File: config.mk
export PLATFORM = sky130hd
export DESIGN_NAME = lo_code_gen
export DESIGN_NICKNAME = d
export VERILOG_FILES = /design/src/rtl/lo_pkg.sv /design/src/rtl/lo_code_rom.sv /design/src/rtl/lo_code_gen.sv
export SDC_FILE = /design/constraint.sdc
export NUM_CORES = 1
export LEC_CHECK = 0
export ABC_AREA = 0
export BUFFER_PORTS_ARGS = -buffer_cell sky130_fd_sc_hd__buf_2
export CORE_UTILIZATION = 55
export CTS_BUF_LIST = sky130_fd_sc_hd__clkbuf_8
export CTS_CLUSTER_DIAMETER = 50
export DETAILED_ROUTE_END_ITERATION = 12
export PLACE_DENSITY = 0.8
export SYNTH_ARGS = -nofsm -noshare
export SYNTH_HDL_FRONTEND = slang
export SYNTH_SLANG_ARGS = --single-unit
File: constraint.sdc
create_clock -name clk -period 6.1 [get_ports clk]
set_input_delay 0.305 -clock clk [delete_from_list [all_inputs] [get_ports clk]]
set_output_delay 0.305 -clock clk [all_outputs]
set_load 0.1 [all_outputs]
File: src/rtl/lo_pkg.sv
// Shared LO phase-code definitions, used by the code generator and the gray_decoder side.
package lo_pkg;

    localparam int NUM_PHASES = 20;
    localparam int IDX_W      = 5;
    localparam int CODE_W     = 6;

    // Phase code per index. Packed, so entry 0 is the rightmost literal.
    localparam logic [NUM_PHASES-1:0][CODE_W-1:0] CODE_TAB = {
        6'h23, 6'h22, 6'h26, 6'h2D, 6'h2F, 6'h2B, 6'h39, 6'h3F, 6'h3C, 6'h30,
        6'h10, 6'h1C, 6'h1F, 6'h19, 6'h0B, 6'h0F, 6'h0D, 6'h06, 6'h02, 6'h03
    };

    localparam logic [IDX_W-1:0]  IDX_LAST  = IDX_W'(NUM_PHASES - 1);
    localparam logic [CODE_W-1:0] CODE_RST  = CODE_TAB[0];

endpackage

File: src/rtl/lo_code_rom.sv
// Combinational index-to-phase-code lookup; indices outside the table read as zero.
module lo_code_rom
    import lo_pkg::*;
(
    input  logic [IDX_W-1:0]  addr,
    output logic [CODE_W-1:0] code
);

    // Compare against every legal index so out-of-range addresses never select past the table.
    always_comb begin
        code = '0;
        for (int i = 0; i < NUM_PHASES; i++) begin
            if (addr == IDX_W'(i)) code = CODE_TAB[i];
        end
    end

endmodule

File: src/rtl/lo_code_gen.sv
// LO phase-code sequencer: prescaled up/down walk over a 20-entry code table with load.
module lo_code_gen
    import lo_pkg::*;
#(
    parameter int DIV_W = 8
) (
    input  logic              clk,
    input  logic              rst,
    input  logic              en,
    input  logic              dir,
    input  logic [DIV_W-1:0]  div,
    input  logic              load,
    input  logic [IDX_W-1:0]  load_idx,
    output logic [CODE_W-1:0] code,
    output logic [IDX_W-1:0]  idx,
    output logic              wrap,
    output logic              load_err
);

    logic [DIV_W-1:0]  cnt;
    logic [DIV_W-1:0]  cnt_d;
    logic [IDX_W-1:0]  idx_d;
    logic              wrap_d;
    logic              load_ok;
    logic [CODE_W-1:0] code_d;

    assign load_ok = load && (load_idx < IDX_W'(NUM_PHASES));

    // Next index/count: a valid load beats a step; >= against live div so a lowered div steps at once.
    always_comb begin
        idx_d  = idx;
        cnt_d  = cnt;
        wrap_d = 1'b0;
        if (load_ok) begin
            idx_d = load_idx;
            cnt_d = '0;
        end else if (en) begin
            if (cnt >= div) begin
                cnt_d = '0;
                if (dir) begin
                    if (idx == '0) begin
                        idx_d  = IDX_LAST;
                        wrap_d = 1'b1;
                    end else begin
                        idx_d = idx - IDX_W'(1);
                    end
                end else begin
                    if (idx == IDX_LAST) begin
                        idx_d  = '0;
                        wrap_d = 1'b1;
                    end else begin
                        idx_d = idx + IDX_W'(1);
                    end
                end
            end else begin
                cnt_d = cnt + DIV_W'(1);
            end
        end
    end

    // Look up the code for the next index so idx and code register on the same edge.
    lo_code_rom u_rom (
        .addr (idx_d),
        .code (code_d)
    );

    // State and output registers; reset wins over load and enable.
    always_ff @(posedge clk) begin
        if (rst) begin
            idx      <= '0;
            code     <= CODE_RST;
            cnt      <= '0;
            wrap     <= 1'b0;
            load_err <= 1'b0;
        end else begin
            idx      <= idx_d;
            code     <= code_d;
            cnt      <= cnt_d;
            wrap     <= wrap_d;
            load_err <= load && !load_ok;
        end
    end

endmodule

# Word level (Yosys, flattened, before mapping)
# Index checks and enable logic that the tools add are counted.
# W data, S select, Z words.
word_totals:
  regBits: 21
  out_inout_bits: 13
  word_cells: 77
classes:
  addsub: 3
  magnitude_cmp: 2
  eq_ne: 20
  muxes: 30
  n_bitwise: 2
  reduce_logical: 11
ops:
  columns: ["operator", "count"]
  rows:
  - ["$mux W6", 10]
  - ["$mux W5", 10]
  - ["$eq A5 B4 Y1 const B", 8]
  - ["$eq A5 B5 Y1 const B", 5]
  - ["$eq A5 B3 Y1 const B", 4]
  - ["$mux W4", 3]
  - ["$eq A5 B2 Y1 const B", 2]
  - ["$logic_not A5 Y1", 2]
  - ["$add A8 B1 Y8 const B", 1]
  - ["$ge A8 B8 Y1", 1]
  - ["$mux W8", 1]
  - ["$reduce_or A4 Y1", 2]
  - ["$reduce_or A7 Y1", 1]
  - ["$add A5 B1 Y5 const B", 1]
  - ["$eq A5 B1 Y1 const B", 1]
  - ["$lt A5 B5 Y1 const B", 1]
  - ["$sub A5 B1 Y5 const B", 1]
  - ["$mux W2", 2]
  - ["$reduce_or A2 Y1", 2]
  - ["$mux W1", 3]
  - ["$mux W3", 1]
  - ["$reduce_or A3 Y1", 1]
  - ["$logic_and A1 B1 Y1", 2]
  - ["$not A1 Y1", 2]
  - ["$logic_not A1 Y1", 1]

# Logic depth before layout (Yosys ltp)
# Gate-level depths: netlist of run 1.
depth:
  ltp_word: 27
  mapped_depth: 11
  mapped_depth_nobuf: 10

# By module
# Synthesis of run 1 repeated with hierarchy kept, for this count alone.
hier_totals:
  hier_cells: 196
  area_unflattened_um2: 1644.1
modules_own_cells:
  columns: ["mod", "instances", "cells_each", "area_each_um2"]
  rows:
  - ["lo_code_gen", 1, 166, 1461.4]
  - ["lo_code_rom", 1, 30, 182.7]

# Least setup slack after synthesis of run 1
# No wires, ideal clock.
synth_path:
  path_kind: "register to register"
  startpoint: "reg idx[0]"
  endpoint: "reg code[1]"
  setup_ns: 0.121
  t_arrival_ns: 3.117
  required_ns: 5.979
  setup_slack_ns: 2.861
  stages_incl_launch_ff: 12
  path_buffers: 1
  period_less_slack_ns: 3.239
  cell_sequence: "dfxtp_1 -> clkbuf_1 -> inv_1 -> ha_1 -> nor2b_1 -> nor4b_1 -> a21oi_1 -> a2111oi_4 -> a211oi_4 -> and2_4 -> a221oi_1 -> o21ai_1"
synth_via:
  elab_chain_len: 24
  word_cells_on_any_way: 48
synth_lines:
  columns: ["item", "line", "text"]
  rows:
  - ["from (decl)", "lo_code_gen.sv:15", "output logic [IDX_W-1:0] idx,"]
  - ["from (signal assigned)", "lo_code_gen.sv:76", "idx <= idx_d;"]
  - ["$add A5 B1 Y5 (tied with other cells)", "lo_code_gen.sv:52", "idx_d = idx + IDX_W'(1);"]
  - ["$mux W5 (on tied branches)", "lo_code_gen.sv:48, lo_code_gen.sv:41", null]
  - ["$mux W5", "lo_code_gen.sv:40", "if (dir) begin"]
  - ["$mux W5", "lo_code_gen.sv:38", "if (cnt >= div) begin"]
  - ["$mux W5 *", "lo_code_gen.sv:37", "end else if (en) begin"]
  - ["$mux W5 *", "lo_code_gen.sv:34", "if (load_ok) begin"]
  - ["$logic_not A5 Y1", "lo_code_rom.sv:13", "if (addr == IDX_W'(i)) code = CODE_TAB[i];"]
  - ["$mux W2 (2 in series)", "lo_code_rom.sv:13", null]
  - ["$mux W3", "lo_code_rom.sv:13", null]
  - ["$mux W4 (3 in series)", "lo_code_rom.sv:13", null]
  - ["$mux W5 (4 in series)", "lo_code_rom.sv:13", null]
  - ["$mux W6 (7 in series)", "lo_code_rom.sv:13", null]
  - ["to (signal assigned)", "lo_code_gen.sv:77", "code <= code_d;"]
  - ["to (decl)", "lo_code_gen.sv:14", "output logic [CODE_W-1:0] code,"]
# Every way passes the cells marked *; elsewhere a longest branch is shown, timed or not.
# A chain may end at the register's enable or synchronous reset.

# Worst setup path after layout of run 1
layout_path:
  startpoint: "reg cnt[0]"
  endpoint: "reg code[1]"
layout_via:
  elab_chain_len: 22
  word_cells_on_any_way: 42
layout_lines:
  columns: ["item", "line", "text"]
  rows:
  - ["from (decl)", "lo_code_gen.sv:20", "logic [DIV_W-1:0] cnt;"]
  - ["from (signal assigned)", "lo_code_gen.sv:78", "cnt <= cnt_d;"]
  - ["$ge A8 B8 Y1 *", "lo_code_gen.sv:38", null]
  - ["$mux W5 *", "lo_code_gen.sv:38", null]
  - ["$mux W5 *", "lo_code_gen.sv:37", null]
  - ["$mux W5 *", "lo_code_gen.sv:34", null]
  - ["$logic_not A5 Y1", "lo_code_rom.sv:13", null]
  - ["$mux W2 (2 in series)", "lo_code_rom.sv:13", null]
  - ["$mux W3", "lo_code_rom.sv:13", null]
  - ["$mux W4 (3 in series)", "lo_code_rom.sv:13", null]
  - ["$mux W5 (4 in series)", "lo_code_rom.sv:13", null]
  - ["$mux W6 (7 in series)", "lo_code_rom.sv:13", null]
# Marks and branches as above.

==> results of run 1 <==
## area by class of cell
class	count	area, µm²	share of cell area
Multi-Input combinational cell	126	990	0.584
Timing Repair Buffer	30	150	0.0886
Clock inverter	1	7.51	0.00443
Clock buffer	3	41.3	0.0244
Tap cell	30	37.5	0.0221
Inverter	13	48.8	0.0288
Sequential cell	21	420	0.248
## worst max path at each step
stage | from | endpoint
4_1_cts | cnt[0] | code[1]
3_3_place_gp | cnt[0] | code[1]
6_report | cnt[0] | code[1]
3_5_place_dp | div[7] | code[1]
2_1_floorplan | idx[0] | code[1]
5_1_grt | cnt[0] | code[1]
## worst reg2reg max path, cell delays in order, from the launching register on
cell,delay (ns)
dfxtp_1,0.43
inv_1,0.07
ha_1,0.27
nand2b_4,0.15
a2111oi_4,0.35
a2bb2oi_2,0.52
a2111oi_2,0.11
a211oi_4,0.40
nor2_1,0.12
a221oi_1,0.32
o21ai_1,0.09
## report_power, final
group	switching [mW]	internal, mW	total, mW
registers	0.00767	0.145	0.152
logic	0.0947	0.0397	0.134
clock network	0.0469	0.0462	0.0930
## state kept, by name, summed over array words and instances, names as in the netlist
name      flops
load_err      1
code          6
idx           5
wrap          1
cnt           8
## synth_stat cells (2+ instances only)
cell type and number:
a22oi_1 3, xor2_1 7, mux2i_1 4, a2111oi_4 2
a21oi_1 4, ha_1 11, nand4_1 3, and3_1 3
nand3_1 4, clkbuf_1 2, xnor2_1 4, o21a_1 2
nor2_1 24, nor2b_1 5, o21ai_1 4, a211oi_4 2
dfxtp_1 21, nor3_1 2, buf_2 3, inv_1 12
nand2_1 10
## through the flow
stage               std cells   util  hold slack (ns)
floorplan                 167      -            0.423
global placement          220  0.653            0.514
detailed placement        220  0.653            0.533
CTS                       224  0.672            0.335
global route              224  0.672            0.345
finish                    224  0.672            0.336
## placed cells by master, fill, tap and decap left out, types with 2 or more instances in the layout
master	instances
nor2b_1	5
a2111oi_4	2
xnor2_1	4
nand4_1	3
clkbuf_8	3
inv_1	12
mux2i_1	4
nand2_1	10
and3_1	3
nor3_1	2
dfxtp_1	21
ha_1	11
xor2_1	7
a21oi_1	4
o21ai_1	4
o21a_1	2
buf_2	30
nand3_1	4
nor2_1	24
a22oi_1	3
a211oi_4	2
## metal layers
metal,wire length [µm],part of all wire
met1,1400,0.47
met2,1430,0.47
met3,152,0.051
met4,29,0.0096
met5,0,0
## cell families after synthesis
kind of cell,share of synthesized area
XOR/XNOR,0.0642
buffers and inverters,0.0600
multiplexers,0.0267
adder cells (fa/ha/maj),0.0917
flip-flops,0.280
AO/OA/AOI/OAI,0.244
AND/OR/NAND/NOR,0.234
==> metrics.cfg, run 1 <==
[power]
powerDensity_nw_per_um2=224
vdd_drop_max_mv=0.202
power_mw=0.380
p_leak_nw=0.757

[die]
core_um2=2520
die_area_um2=2940
io-pin-count=31
initial_core_util=0.595
rows=18
die_h_um=54.2
fp.dieW_um=54.2

[finish]
fillerInstances=217
n_antenna_cell=0
final_area_um2=1700
drive_gt1_frac=0.273
nets=224
syn_to_final_growth_pct=13.0

[worst_setup_path]
r2r-start=cnt[0]
crit_cells=10
worstRegToRegCells=10
endpoint_kind=flip-flop
crit_family=compound AO/OA/AOI/OAI gates
path_buf_inv=1
cpMaxStageDelayCell=a2bb2oi_2
crit_chain=inv_1 -> ha_1 -> nand2b_4 -> a2111oi_4 -> a2bb2oi_2 -> a2111oi_2 -> a211oi_4 -> nor2_1 -> a221oi_1 -> o21ai_1
r2r_slack_ns=3.16
required_ns=6.25
cp_max_fo=11
cp.arrival_ns=3.09
start_kind=flip-flop
path_class=flip-flop to flip-flop
cpPeakStageDelay_ns=0.52
r2r-end=code[1]

[detailed_routing]
drt_iter0_drc=31
dr.pass1.iters=4
antenna_left=0
wirelength_um=3010
drc_errors=0
viasPerCell=5.71
avgRoutedWirePerCell_um=13.4
via_count=1280

[sta]
drv_slew=0
slew-limit-headroom=0.573
setup-violations-final=0
worstMarginPinSlew_ns=0.641
setup_tns_ns=0
clock_skew_ns=0.00146
setup_slack_ns=3.16
hold_viol_final=0
min_period_ns=2.94
rsz0062_at_grt=no
post-route-period-util=0.481
fmax_ghz=0.341

[synth]
synth_seq_cells=21
yosysSeqAreaShare=0.280
synth_edf_count=0
yosysWarnings=0
ys.flop_type=dfxtp_1
synth_nets=196
synth_area_leaders=dfxtp_1 (28%), ha_1 (9.2%), nor2_1 (6.0%)
synthArstFlopShare=0
synth_area_leader_cell=dfxtp_1
synth_top_area_frac=0.280
synth_cells=167
syn_area_per_cell_um2=8.98
ys_types=56
syn_area_um2=1500

[clock_tree]
cts.sinks=21
max-clock-path-buffers=2
ctsResizeCount=0
htreeDepth=1
cts_tree=yes
post_cts_buffers=0
ctsHoldBuffers=0
cts_buffers=3
cts-root-buf=clkbuf_8
clk_pin_slew_ns=0.08
insertion_delay_ns=0.26

[global_route]
met2_usage=0.364
met3_usage=0.0333
track_usage=0.222
grt_util_met1=0.295
grt_pass1_vias=1125
gr-max-usage-layer=met2
antenna_found_initial=0
grt-ovfl-total=0
grt_pass1_wl_um=4710
grt_max_degree=14

[run]
cap_viol_max_count=0

[place]
port_buffers=30
dp_slack_ns=3.18
place_area_um2=1650
gp_congestion=0.828
dp_hpwl_um=2390

[hold_path]
min_path_type=primary input to flip-flop
hold_depth=2
min_from=load
worstHoldEndpoint=load_err

[run_status]
status=complete, no violations

No activity file was read; power rests on OpenSTA's default activity.
==> inputs of run 2 (changes only) <==
--- a/config.mk
+++ b/config.mk
@@ -7,11 +7,11 @@
 export LEC_CHECK = 0
 export ABC_AREA = 0
 export BUFFER_PORTS_ARGS = -buffer_cell sky130_fd_sc_hd__buf_2
-export CORE_UTILIZATION = 55
+export CORE_UTILIZATION = 51
 export CTS_BUF_LIST = sky130_fd_sc_hd__clkbuf_8
 export CTS_CLUSTER_DIAMETER = 50
 export DETAILED_ROUTE_END_ITERATION = 12
-export PLACE_DENSITY = 0.8
+export PLACE_DENSITY = 0.78
 export SYNTH_ARGS = -nofsm -noshare
 export SYNTH_HDL_FRONTEND = slang
 export SYNTH_SLANG_ARGS = --single-unit
==> constraint.sdc (replaced) <==
create_clock -name clk -period 2.7 [get_ports clk]
set_input_delay 0.135 -clock clk [delete_from_list [all_inputs] [get_ports clk]]
set_output_delay 0.135 -clock clk [all_outputs]
set_load 0.1 [all_outputs]
==> run 2 against run 1 <==
  * Sequential share of layout area fell by 0.77 points
  * Global-route usage rose by 0.67 points
  * Clock skew barely moved
  * Register-to-register slack got worse by 3.0 ns
  * Die area rose by 7.6%
  * Cell count rose by 4.5%
  * Critical endpoint is now code[2]
==> metrics.cfg, run 2 (synthesis results as in run 1) <==
[run_status]
status=complete, no violations

[sta]
drv_slew=0
setup_slack_ns=0.170
post-route-period-util=0.937
clock_skew_ns=0.00113
min_period_ns=2.53
fmax_ghz=0.395
slew-limit-headroom=0.679
hold_viol_final=0
worstMarginPinSlew_ns=0.485
rsz0062_at_grt=no
setup_tns_ns=0
setup-violations-final=0

[global_route]
grt_pass1_vias=1318
grt-ovfl-total=0
track_usage=0.228
antenna_found_initial=0
grt_max_degree=14
grt_pass1_wl_um=5810

[clock_tree]
cts_tree=yes
cts_buffers=3
cts.sinks=21
htreeDepth=1
ctsHoldBuffers=0
cts-root-buf=clkbuf_8
max-clock-path-buffers=2
insertion_delay_ns=0.26
clk_pin_slew_ns=0.07

[finish]
multiInputGateArea_um2=993
nets=233
reg_top3=cnt: 8 flops, code: 6 flops, idx: 5 flops
regArea_um2=427
fillerInstances=225
n_antenna_cell=0
top_register=cnt
largest_reg_flops=8
syn_to_final_growth_pct=18.3
final_common_cell=buf_2
most-common-layout-cells=buf_2 (30), nor2_1 (24), dfxtp_1 (18)
drive_gt1_frac=0.330
final_area_um2=1780

[worst_setup_path]
endpoint_kind=flip-flop
r2r-start=cnt[0]
worstRegToRegCells=11
cp.arrival_ns=2.67
r2r-end=code[2]
start_kind=flip-flop
r2r_slack_ns=0.17
required_ns=2.84
cp_max_fo=11
path_class=flip-flop to flip-flop

[hold_path]
worstHoldEndpoint=load_err
hold_depth=2
min_from=load
min_path_type=primary input to flip-flop

[power]
p_leak_nw=0.806
vdd_drop_max_mv=0.477
p_clk_frac=0.233
p_sw_mw=0.341
p_int_mw=0.534
powerDensity_nw_per_um2=493
p_comb_frac=0.373
swShare=0.390
power_mw=0.875
p_seq_frac=0.394

[place]
gp_congestion=0.812
dp_hpwl_um=2500
port_buffers=30
dp_slack_ns=0.114
place_area_um2=1680

[detailed_routing]
antenna_left=0
drc_errors=0
via_count=1340
wirelength_um=3390
dr.pass1.iters=4
drt_iter0_drc=61
viasPerCell=5.73
avgRoutedWirePerCell_um=14.5

[die]
core_um2=2780
die_area_um2=3160
rows=19
io-pin-count=31
initial_core_util=0.539
die_h_um=56.2
fp.dieW_um=56.2

[run]
cap_viol_max_count=0

[run 2: cell count changes in the layout (fill, tap and decap cells not counted)]
cell	delta
buf_6	+1
buf_4	+8
clkinvlp_4	-1
clkinv_2	+1
nand2_2	+1
nand2_1	-1
o21a_2	+1
dfxtp_2	+2
dfxtp_4	+1
dfxtp_1	-3
o21a_1	-1
[run 2: what timing repair did]
action	CTS	global route
setup endpoints to repair	0	4
gates resized for setup	0	3
setup buffers	0	5
[run 2: worst max-delay path by stage]
stage | start | slack (ns) | to
2_1_floorplan | idx[4] | 0.003 | code[1]
3_3_place_gp | cnt[0] | 0.22 | code[3]
3_5_place_dp | cnt[0] | 0.11 | code[2]
4_1_cts | cnt[0] | 0.10 | code[2]
5_1_grt | cnt[0] | 0.02 | code[2]
6_report | cnt[0] | 0.17 | code[2]
[run 2: power by group through the flow]
stage	Clock (mW)	Sequential [mW]	Combinational (mW)
after detailed placement	0	0.351	0.310
after global placement	0	0.349	0.303
after floorplan	0	0.458	0.145
after global routing	0.229	0.347	0.346
after CTS	0.208	0.344	0.312
final	0.204	0.345	0.327
[run 2: critical path: stages (launching register included)]
cell	delay, ns
dfxtp_1	0.33
inv_1	0.04
ha_1	0.27
nand2b_4	0.15
a2111oi_4	0.36
a2bb2oi_2	0.18
buf_6	0.17
mux2i_1	0.29
o21a_2	0.22
nor2_1	0.08
o21ba_1	0.23
o32ai_1	0.08
[run 2: routing by layer]
layer,track usage,vias up,wire length [µm]
met4,0.0871,0,89
met3,0.0349,13,129
li1,-,660,-
met5,0,-,0
met1,0.302,634,1560
met2,0.374,33,1610
[run 2: metrics by stage]
stage	cells	utilization	hold WS [ns]
floorplan	167	-	0.253
finish	234	0.638	0.163
detailed placement	225	0.605	0.441
global placement	225	0.605	0.432
global route	234	0.638	0.152
CTS	229	0.622	0.167
[run 2: area by class of cell]
type	instances	share of cell area
Tap cell	31	0.0218
Sequential cell	21	0.240
Inverter	13	0.0275
Clock inverter	1	0.00282
Clock buffer	3	0.0233
Multi-Input combinational cell	126	0.560
Timing Repair Buffer	39	0.125
==> inputs of run 3 (changes only) <==
--- a/config.mk
+++ b/config.mk
@@ -7,11 +7,12 @@
 export LEC_CHECK = 0
 export ABC_AREA = 0
 export BUFFER_PORTS_ARGS = -buffer_cell sky130_fd_sc_hd__buf_2
-export CORE_UTILIZATION = 51
+export CORE_UTILIZATION = 45
 export CTS_BUF_LIST = sky130_fd_sc_hd__clkbuf_8
 export CTS_CLUSTER_DIAMETER = 50
 export DETAILED_ROUTE_END_ITERATION = 12
-export PLACE_DENSITY = 0.78
+export MAX_ROUTING_LAYER = met4
+export PLACE_DENSITY = 0.7
 export SYNTH_ARGS = -nofsm -noshare
 export SYNTH_HDL_FRONTEND = slang
 export SYNTH_SLANG_ARGS = --single-unit
==> run 3 against run 2 <==
  * Power shrank 2.0%
  * Flip-flop and latch count is the same
  * Wire length shrank 7.6%
  * Clock power is essentially flat
  * Count of clock-buffer cells in the layout is the same
  * Setup slack lost 0.069 ns
  * Clock skew grew 0.0074 ns
  * Sequential share of layout area grew 0.090 points
  * Core utilization shrank 6.5 points
  * Critical path type unchanged
  * Critical path depth shrank 1
  * Design area grew 0.21%
  * Register-to-register slack lost 0.07 ns
==> metrics.cfg, run 3 (synthesis results as in run 1) <==
[hold_path]
min_path_type=primary input to flip-flop

[sta]
setup_tns_ns=0
fmax_ghz=0.385
rsz0062_at_grt=no
min_period_ns=2.60
hold_viol_final=0
setup-violations-final=0
worstMarginPinSlew_ns=0.487
post-route-period-util=0.963
clock_skew_ns=0.00857
drv_slew=0
slew-limit-headroom=0.678

[finish]
nets=229
most-common-layout-cells=buf_2 (30), nor2_1 (24), dfxtp_1 (16)
n_antenna_cell=0
final_common_cell=buf_2
regArea_um2=429
largest_reg_flops=8
syn_to_final_growth_pct=18.6
multiInputGateArea_um2=997
final_area_um2=1780
drive_gt1_frac=0.332
fillerInstances=300
reg_top3=cnt: 8 flops, code: 6 flops, idx: 5 flops
top_register=cnt

[place]
gp_congestion=0.870
dp_hpwl_um=2430
port_buffers=30
place_area_um2=1710

[detailed_routing]
antenna_left=0
drt_iter0_drc=55
met1Wirelength_um=1370
routed-wl-met3_um=138
viasPerCell=5.33
via_count=1296
dr.max_layer_used=met4
dr_wl_met2_um=1580
avgRoutedWirePerCell_um=12.9
drc_errors=0
dr.pass1.iters=4
wirelength_um=3130

[die]
initial_core_util=0.483
die_h_um=59.7
core_um2=3100
rows=20
fp.dieW_um=59.7
die_area_um2=3570
io-pin-count=31

[worst_setup_path]
cp.arrival_ns=2.77
cp-startpoint=cnt[7]
r2r_slack_ns=0.10
required_ns=2.87
cpPeakStageDelay_ns=0.39
path_class=flip-flop to flip-flop
endpoint_kind=flip-flop
r2r-start=cnt[7]
worstRegToRegCells=10
start_kind=flip-flop
crit_chain=ha_1 -> and3_4 -> a221o_1 -> a2bb2oi_2 -> buf_12 -> a2111oi_4 -> a211oi_4 -> and2_4 -> a21oi_2 -> o32ai_2
r2r-end=code[3]
endpoint=code[3]
cpMaxStageDelayCell=a211oi_4
cp_max_fo=11

[clock_tree]
insertion_delay_ns=0.26
cts.sinks=21
cts-root-buf=clkbuf_8
max-clock-path-buffers=2
cts_tree=yes
ctsHoldBuffers=0
htreeDepth=1
clk_pin_slew_ns=0.08
cts_buffers=3

[global_route]
grt_pass1_vias=1207
track_usage=0.192
antenna_found_initial=0
grt_max_degree=14
grt-ovfl-total=0
grt_pass1_wl_um=5040

[power]
powerDensity_nw_per_um2=482
p_leak_nw=0.784
vdd_drop_max_mv=0.410

[run_status]
status=complete, no violations

[run]
cap_viol_max_count=0

==> run 3: area by class of cell <==
type	count	area share
Clock buffer	3	0.0232
Inverter	13	0.0274
Multi-Input combinational cell	126	0.560
Clock inverter	1	0.00422
Timing Repair Buffer	35	0.113
Sequential cell	21	0.241
Tap cell	44	0.0309
==> run 3: power by group <==
part	leakage, nW	switching [mW]	internal, mW
registers	0.174	0.0158	0.327
clock network	0.0217	0.0968	0.104
logic	0.588	0.217	0.0972
total	0.784	0.330	0.529
==> run 3: routing by layer <==
metal | GRT usage | vias up
met2 | 0.321 | 36
li1 | - | 660
met5 | - | -
met1 | 0.227 | 592
met4 | 0.0664 | 0
met3 | 0.0390 | 8
==> run 3: worst max-delay path: cells and delay by family, from the launching register on <==
kind | cells | cell delay (ns)
compound gates | 6 | 1.26
flops | 1 | 0.34
fa+ha+maj | 1 | 0.31
simple gates | 2 | 0.44
buf+inv | 1 | 0.16
==> run 3: stage by stage <==
| step | setup slack [ns] | std cells | utilization | hold slack, ns | total power, mW |
|---|---|---|---|---|---|
| final | 0.100 | 243 | 0.573 | 0.184 | 0.858 |
| after floorplan | 0.00251 | 167 | - | 0.253 | 0.603 |
| after detailed placement | 0.0869 | 237 | 0.550 | 0.457 | 0.657 |
| after CTS | 0.0711 | 241 | 0.565 | 0.169 | 0.865 |
| after global placement | 0.193 | 237 | 0.550 | 0.456 | 0.652 |
| after global routing | 0.00408 | 243 | 0.573 | 0.166 | 0.908 |
==> run 3: what timing repair did <==
item	4_1_cts	5_1_grt
gates resized for setup	0	5
buffers inserted	0	2
setup endpoints to repair	0	3
==> run 3: how the worst min path moves through the flow <==
stage | start | to | slack, ns | cells after the start
floorplan | rst | code[3] | 0.25 | 1
global placement | load | load_err | 0.46 | 2
detailed placement | load_idx[3] | idx[3] | 0.46 | 3
CTS | load | load_err | 0.17 | 2
global route | load | load_err | 0.17 | 2
finish | load | load_err | 0.18 | 2
